==> src/rtl/fetch_pkg.sv <==
// Shared types and constants for the fetch stage.
// Entry layout, FSM state encoding, NOP word and instruction size.
package fetch_pkg;

    localparam int FETCH_PC_WIDTH = 64;
    localparam int INSTR_BYTES    = 4;
    localparam logic [31:0] INSTR_NOP = 32'h0000_0013;

    typedef struct packed {
        logic [FETCH_PC_WIDTH-1:0] pc;
        logic [31:0]               instr;
    } fetch_entry_t;

    typedef enum logic [1:0] {
        S_IDLE  = 2'd0,
        S_RUN   = 2'd1,
        S_FLUSH = 2'd2
    } fetch_state_t;

endpackage

==> src/rtl/fetch_fifo.sv <==
// Fetch buffer: circular FIFO of {pc, instr} entries.
// Ports: push/push_data, pop, flush (clears), head, full, empty.
module fetch_fifo
    import fetch_pkg::*;
#(
    parameter int  DEPTH   = 2,
    parameter type entry_t = fetch_entry_t
) (
    input  logic   clk,
    input  logic   rst_n,
    input  logic   push,
    input  entry_t push_data,
    input  logic   pop,
    input  logic   flush,
    output entry_t head,
    output logic   full,
    output logic   empty
);

    localparam int PW = $clog2(DEPTH);
    localparam logic [PW:0] ONE = (PW+1)'(1);

    // Pointers carry one extra MSB so full and empty differ.
    logic [PW:0] wptr_q, wptr_d;
    logic [PW:0] rptr_q, rptr_d;
    entry_t      mem_q [DEPTH];

    always_comb begin
        wptr_d = wptr_q;
        rptr_d = rptr_q;
        if (flush) begin
            wptr_d = '0;
            rptr_d = '0;
        end else begin
            if (push) wptr_d = wptr_q + ONE;
            if (pop)  rptr_d = rptr_q + ONE;
        end
    end

    always_ff @(posedge clk or negedge rst_n) begin
        if (!rst_n) begin
            wptr_q <= '0;
            rptr_q <= '0;
        end else begin
            wptr_q <= wptr_d;
            rptr_q <= rptr_d;
        end
    end

    // Storage needs no reset; empty gates everything downstream.
    always_ff @(posedge clk) begin
        if (push && !flush) mem_q[wptr_q[PW-1:0]] <= push_data;
    end

    assign head  = mem_q[rptr_q[PW-1:0]];
    assign empty = (wptr_q == rptr_q);
    assign full  = (wptr_q[PW] != rptr_q[PW]) &&
                   (wptr_q[PW-1:0] == rptr_q[PW-1:0]);

endmodule

==> src/rtl/fetch_unit.sv <==
// PC generator and fetch buffer feeding decode over valid/ready.
// Ports: fetch_en, imem_pc/imem_instr, redirect_*, out_valid/ready/pc/instr.
module fetch_unit
    import fetch_pkg::*;
#(
    parameter int                  PC_WIDTH   = 64,
    parameter int                  ADDR_WIDTH = 10,
    parameter logic [PC_WIDTH-1:0] RESET_PC   = '0,
    parameter int                  BUF_DEPTH  = 2
) (
    input  logic                clk,
    input  logic                rst_n,
    input  logic                fetch_en,
    output logic [PC_WIDTH-1:0] imem_pc,
    input  logic [31:0]         imem_instr,
    input  logic                redirect_valid,
    input  logic [PC_WIDTH-1:0] redirect_pc,
    output logic                out_valid,
    input  logic                out_ready,
    output logic [PC_WIDTH-1:0] out_pc,
    output logic [31:0]         out_instr
);

    if (ADDR_WIDTH + 2 > PC_WIDTH) begin : g_bad_addr
        $error("ADDR_WIDTH too large for PC_WIDTH");
    end
    if (BUF_DEPTH < 2 || (BUF_DEPTH & (BUF_DEPTH - 1)) != 0) begin : g_bad_depth
        $error("BUF_DEPTH must be a power of two >= 2");
    end

    typedef struct packed {
        logic [PC_WIDTH-1:0] pc;
        logic [31:0]         instr;
    } entry_t;

    localparam logic [PC_WIDTH-1:0] STEP = PC_WIDTH'(INSTR_BYTES);

    fetch_state_t        state_q, state_d;
    logic [PC_WIDTH-1:0] pc_q, pc_d;
    logic                push, pop, full, empty;
    entry_t              push_data, head;
    logic                unused_redir_lsb;

    assign unused_redir_lsb = ^redirect_pc[1:0];

    assign pop  = !empty && out_ready;
    assign push = (state_q == S_RUN) && !redirect_valid && (!full || pop);
    assign push_data = '{pc: pc_q, instr: imem_instr};

    always_comb begin
        state_d = state_q;
        unique case (state_q)
            S_IDLE:  if (!redirect_valid && fetch_en) state_d = S_RUN;
            S_RUN: begin
                if (redirect_valid) state_d = S_FLUSH;
                else if (!fetch_en) state_d = S_IDLE;
            end
            S_FLUSH: begin
                if (!redirect_valid) state_d = fetch_en ? S_RUN : S_IDLE;
            end
            default: state_d = S_IDLE;
        endcase
    end

    always_comb begin
        pc_d = pc_q;
        if (redirect_valid) pc_d = {redirect_pc[PC_WIDTH-1:2], 2'b00};
        else if (push)      pc_d = pc_q + STEP;
    end

    always_ff @(posedge clk or negedge rst_n) begin
        if (!rst_n) begin
            state_q <= S_IDLE;
            pc_q    <= RESET_PC;
        end else begin
            state_q <= state_d;
            pc_q    <= pc_d;
        end
    end

    // A pop coinciding with a redirect is swallowed by the flush.
    fetch_fifo #(
        .DEPTH   (BUF_DEPTH),
        .entry_t (entry_t)
    ) u_fifo (
        .clk       (clk),
        .rst_n     (rst_n),
        .push      (push),
        .push_data (push_data),
        .pop       (pop),
        .flush     (redirect_valid),
        .head      (head),
        .full      (full),
        .empty     (empty)
    );

    assign imem_pc   = pc_q;
    assign out_valid = !empty;
    assign out_pc    = empty ? '0 : head.pc;
    assign out_instr = empty ? INSTR_NOP : head.instr;

endmodule

==> config.mk <==
export PLATFORM = sky130hd
export DESIGN_NAME = fetch_unit
export DESIGN_NICKNAME = d
export VERILOG_FILES = /design/src/rtl/fetch_pkg.sv /design/src/rtl/fetch_fifo.sv /design/src/rtl/fetch_unit.sv
export SDC_FILE = /design/constraint.sdc
export NUM_CORES = 1
export LEC_CHECK = 0
export ABC_AREA = 1
export CAP_MARGIN = 20
export CELL_PAD_IN_SITES_DETAIL_PLACEMENT = 2
export CELL_PAD_IN_SITES_GLOBAL_PLACEMENT = 2
export CORE_MARGIN = 1
export CORE_UTILIZATION = 33
export CTS_CLUSTER_SIZE = 20
export DETAILED_ROUTE_END_ITERATION = 10
export MAX_ROUTING_LAYER = met4
export PLACE_DENSITY_LB_ADDON = 0.1
export SETUP_SLACK_MARGIN = 0.4
export SLEW_MARGIN = 5
export SYNTH_ARGS = -nofsm -noshare
export SYNTH_HDL_FRONTEND = slang
export SYNTH_SLANG_ARGS = --single-unit
==> constraint.sdc <==
create_clock -name clk -period 8.5 [get_ports clk]
set_clock_uncertainty 0.15 [all_clocks]
set_input_delay 1.7 -clock clk [delete_from_list [all_inputs] [get_ports clk]]
set_output_delay 1.7 -clock clk [all_outputs]
set_load 0.01 [all_outputs]
==> impl_metrics.toml <==
[worst_setup_path]
crit-reg2reg-capture = "u_fifo.mem_q[0][71]"
rrSetupSlack_ps = 4480
crit_fanout = 49
end_kind = "output port"
reg2reg_depth = 5
arrival_ps = 3800
cp_data_required_time_ps = 6650
cp-start-kind = "register"
regToRegStartpoint = "u_fifo.wptr_q[0]"
worstSetupPathType = "register to output port"

[die]
core-area_sq_um = 36500
pin_count = 262
dieArea_sq_um = 37800
dieWidth_um = 194
core.rowCount = 70
die_y_um = 194
initial_core_util = 0.335

[worst_hold_path]
hp-class = "register to register"
hold_path_end = "state_q[0]"
min-delay-start = "state_q[1]"
hold_depth = 3

[sta]
report.final.slew_viol_count = 0
finalHoldViolations = 0
max_slew_margin = 0.278
min_period_over_period = 0.665
timing.setup.tns_ps = 0
period_minus_slack_ps = 5650
clock.fmax_ghz = 0.177
setup_viol = 0
rsz0062_at_grt = "no"
worst_slew_pin_slew_ps = 1080

[routing]
ant_nets = 0
routed_wl_um = 43600
drt_iter0_markers = 246
routedWlPerCell_um = 20.5
drc = 0
vias = 10600
drt-vias-per-instance = 4.98
drt_pass1_iterations = 4

[pwr]
ir_drop_mv = 0.164
leakage_nw = 6.30
p_switching_mw = 0.938
seq_power_share = 0.456
p_int_mw = 2.38
p_clk_frac = 0.353
total_power_mw = 3.32
switching_share = 0.283
pwr-share-comb = 0.191
p_per_area_nw_per_um2 = 206

[status]
status = "complete, no violations"

[place]
io_buffers = 255
gp_congestion = 0.911
dp.final_hpwl_um = 30700

[logic_synthesis]
syn-cell-area_sq_um = 12200
yosysUniqueCellTypes = 31
synth.avg_cell_area_sq_um = 8.83
yosys_warnings = 0
seq_area_frac_synth = 0.601
synth-seq-cells = 256
netlist_instances = 1385

[flow_run]
cap_violations = 0

[global_route]
grt_pass1_wl_um = 67800
first_global_vias = 11700
grt_start_max_net_pins = 96
overflow = 0
track_usage = 0.239
antenna_found_initial = 3

[clocking]
cts_resized = 0
ctsHoldBuffers = 0
clock_latency_ps = 570
path_clk_slew_ps = 60
htreeDepth = 1
cts_setup_buffers = 0
clock_path_buffers = 3
cts_root_buf = "clkbuf_16"
cts_sinks = 256
cts_buffers = 30
cts_tree = "done"

[layout]
area_growth_pct = 31.9
final_layout_size_suffix_gt1_frac = 0.0394
final_nets = 1729
fin_util = 0.442
## layer usage
layer  share of wire  track usage  vias to the layer above
met1            0.45        0.298                     5295
met3           0.041       0.0359                       56
li1                -            -                     4998
met4           0.016       0.0470                        0
met5               0            -                        -
met2            0.50        0.410                      221
## critical path, cell delays in order, from the launching register on
cell and delay [ps]:
dfrtp_1 420, xor2_1 230, inv_1 80, nand2_1 330, clkinv_2 710, buf_4 580, a21oi_1 220, clkdlybuf4s50_1 600
## cells in the mapped netlist (all sizes together)
| cell | count | area [sq um] |
|---|---|---|
| nand2 | 553 | 2080 |
| inv | 99 | 372 |
| mux2i | 1 | 10.0 |
| xor2 | 13 | 114 |
| or2 | 1 | 6.26 |
| a21oi | 92 | 460 |
| nand4 | 6 | 37.5 |
| nor3 | 1 | 5.00 |
| buf | 36 | 191 |
| dfrtp | 68 | 1700 |
| nand3b | 1 | 7.51 |
| ha | 1 | 12.5 |
| o21bai | 15 | 113 |
| o211ai | 3 | 22.5 |
| o21ai | 8 | 40.0 |
| xnor2 | 19 | 166 |
| clkbuf | 24 | 90.1 |
| nor2 | 127 | 504 |
| clkinv | 1 | 3.75 |
| conb | 1 | 3.75 |
| nand3 | 127 | 641 |
| edfxtp | 188 | 5650 |
## worst max path at each step
stage,from,end,slack [ps]
2_1_floorplan,out_ready,u_fifo.mem_q[0][0],1630
3_3_place_gp,redirect_valid,u_fifo.mem_q[0][72],2980
3_5_place_dp,out_ready,u_fifo.mem_q[0][72],2840
4_1_cts,u_fifo.wptr_q[1],out_pc[23],2760
5_1_grt,u_fifo.wptr_q[1],out_pc[23],2670
6_report,u_fifo.wptr_q[1],out_pc[23],2850
## kinds of logic (layout without fill, tap and decap cells)
group                      count (synthesis)  after routing  synth area share
muxes                                      1              1          0.000819
buffers and inverters                    160            423            0.0537
DFF                                      256            256             0.601
AOI/OAI and AO/OA                        118            118            0.0520
other                                      1              8          0.000307
adders and majority gates                  1              1           0.00102
xor gates and xnor gates                  32             32            0.0229
and+or+nand+nor                          816            816             0.268
## power by group through the flow
stage	registers, mW	logic, mW	clock network, mW
5_1_grt	1.53	0.691	1.25
4_1_cts	1.52	0.642	1.21
3_5_place_dp	1.54	0.636	0
2_1_floorplan	1.52	0.279	0
6_report	1.51	0.633	1.17
3_3_place_gp	1.53	0.616	0
## state kept, by name (all words and copies together) (netlist names)
name,flops
u_fifo.mem_q,188
u_fifo.rptr_q,2
imem_pc,62
state_q,2
u_fifo.wptr_q,2
## layout make-up
cell class              instances  area, sq um
fillers                      3997        20400
flip-flops and latches        256         7350
multi-input cells             972         4250
repair buffers                267         2670
clock buffers                  50          846
well taps                     468          586
inverters                     100          378
clock inverters                 6         41.3
diodes                          4         10.0
## placed cells by master, fill, tap and decap left out, types with 2 or more instances in the layout
| master | Yosys | routed |
|---|---|---|
| conb_1 | 1 | 4 |
| clkinv_1 | 1 | 2 |
| nand2_1 | 551 | 551 |
| nor2_1 | 122 | 120 |
| clkbuf_1 | 24 | 18 |
| clkbuf_8 | 0 | 2 |
| xor2_1 | 13 | 13 |
| o211ai_1 | 3 | 3 |
| clkinv_2 | 0 | 4 |
| inv_1 | 97 | 97 |
| nand2_2 | 2 | 2 |
| nor2_4 | 3 | 5 |
| a21oi_1 | 92 | 92 |
| o21bai_1 | 15 | 15 |
| nor2_2 | 2 | 2 |
| dfrtp_1 | 68 | 67 |
| buf_4 | 6 | 10 |
| nand3_1 | 126 | 126 |
| buf_2 | 21 | 2 |
| xnor2_1 | 19 | 19 |
| nand4_1 | 6 | 6 |
| clkbuf_16 | 0 | 30 |
| o21ai_1 | 2 | 2 |
| diode_2 | 0 | 4 |
| clkdlybuf4s50_1 | 0 | 253 |
| o21ai_0 | 6 | 6 |
| edfxtp_1 | 188 | 188 |
## per-stage QoR
step	hold WS (ps)	worst slack, ps	instance area (sq um)	cells
2_1_floorplan	351	1630	12200	1388
3_3_place_gp	376	2980	15200	2061
3_5_place_dp	402	2840	15200	2061
4_1_cts	444	2760	16100	2117
5_1_grt	483	2670	16100	2122
6_report	431	2850	16100	2123
(Power assumes the default switching activity.)
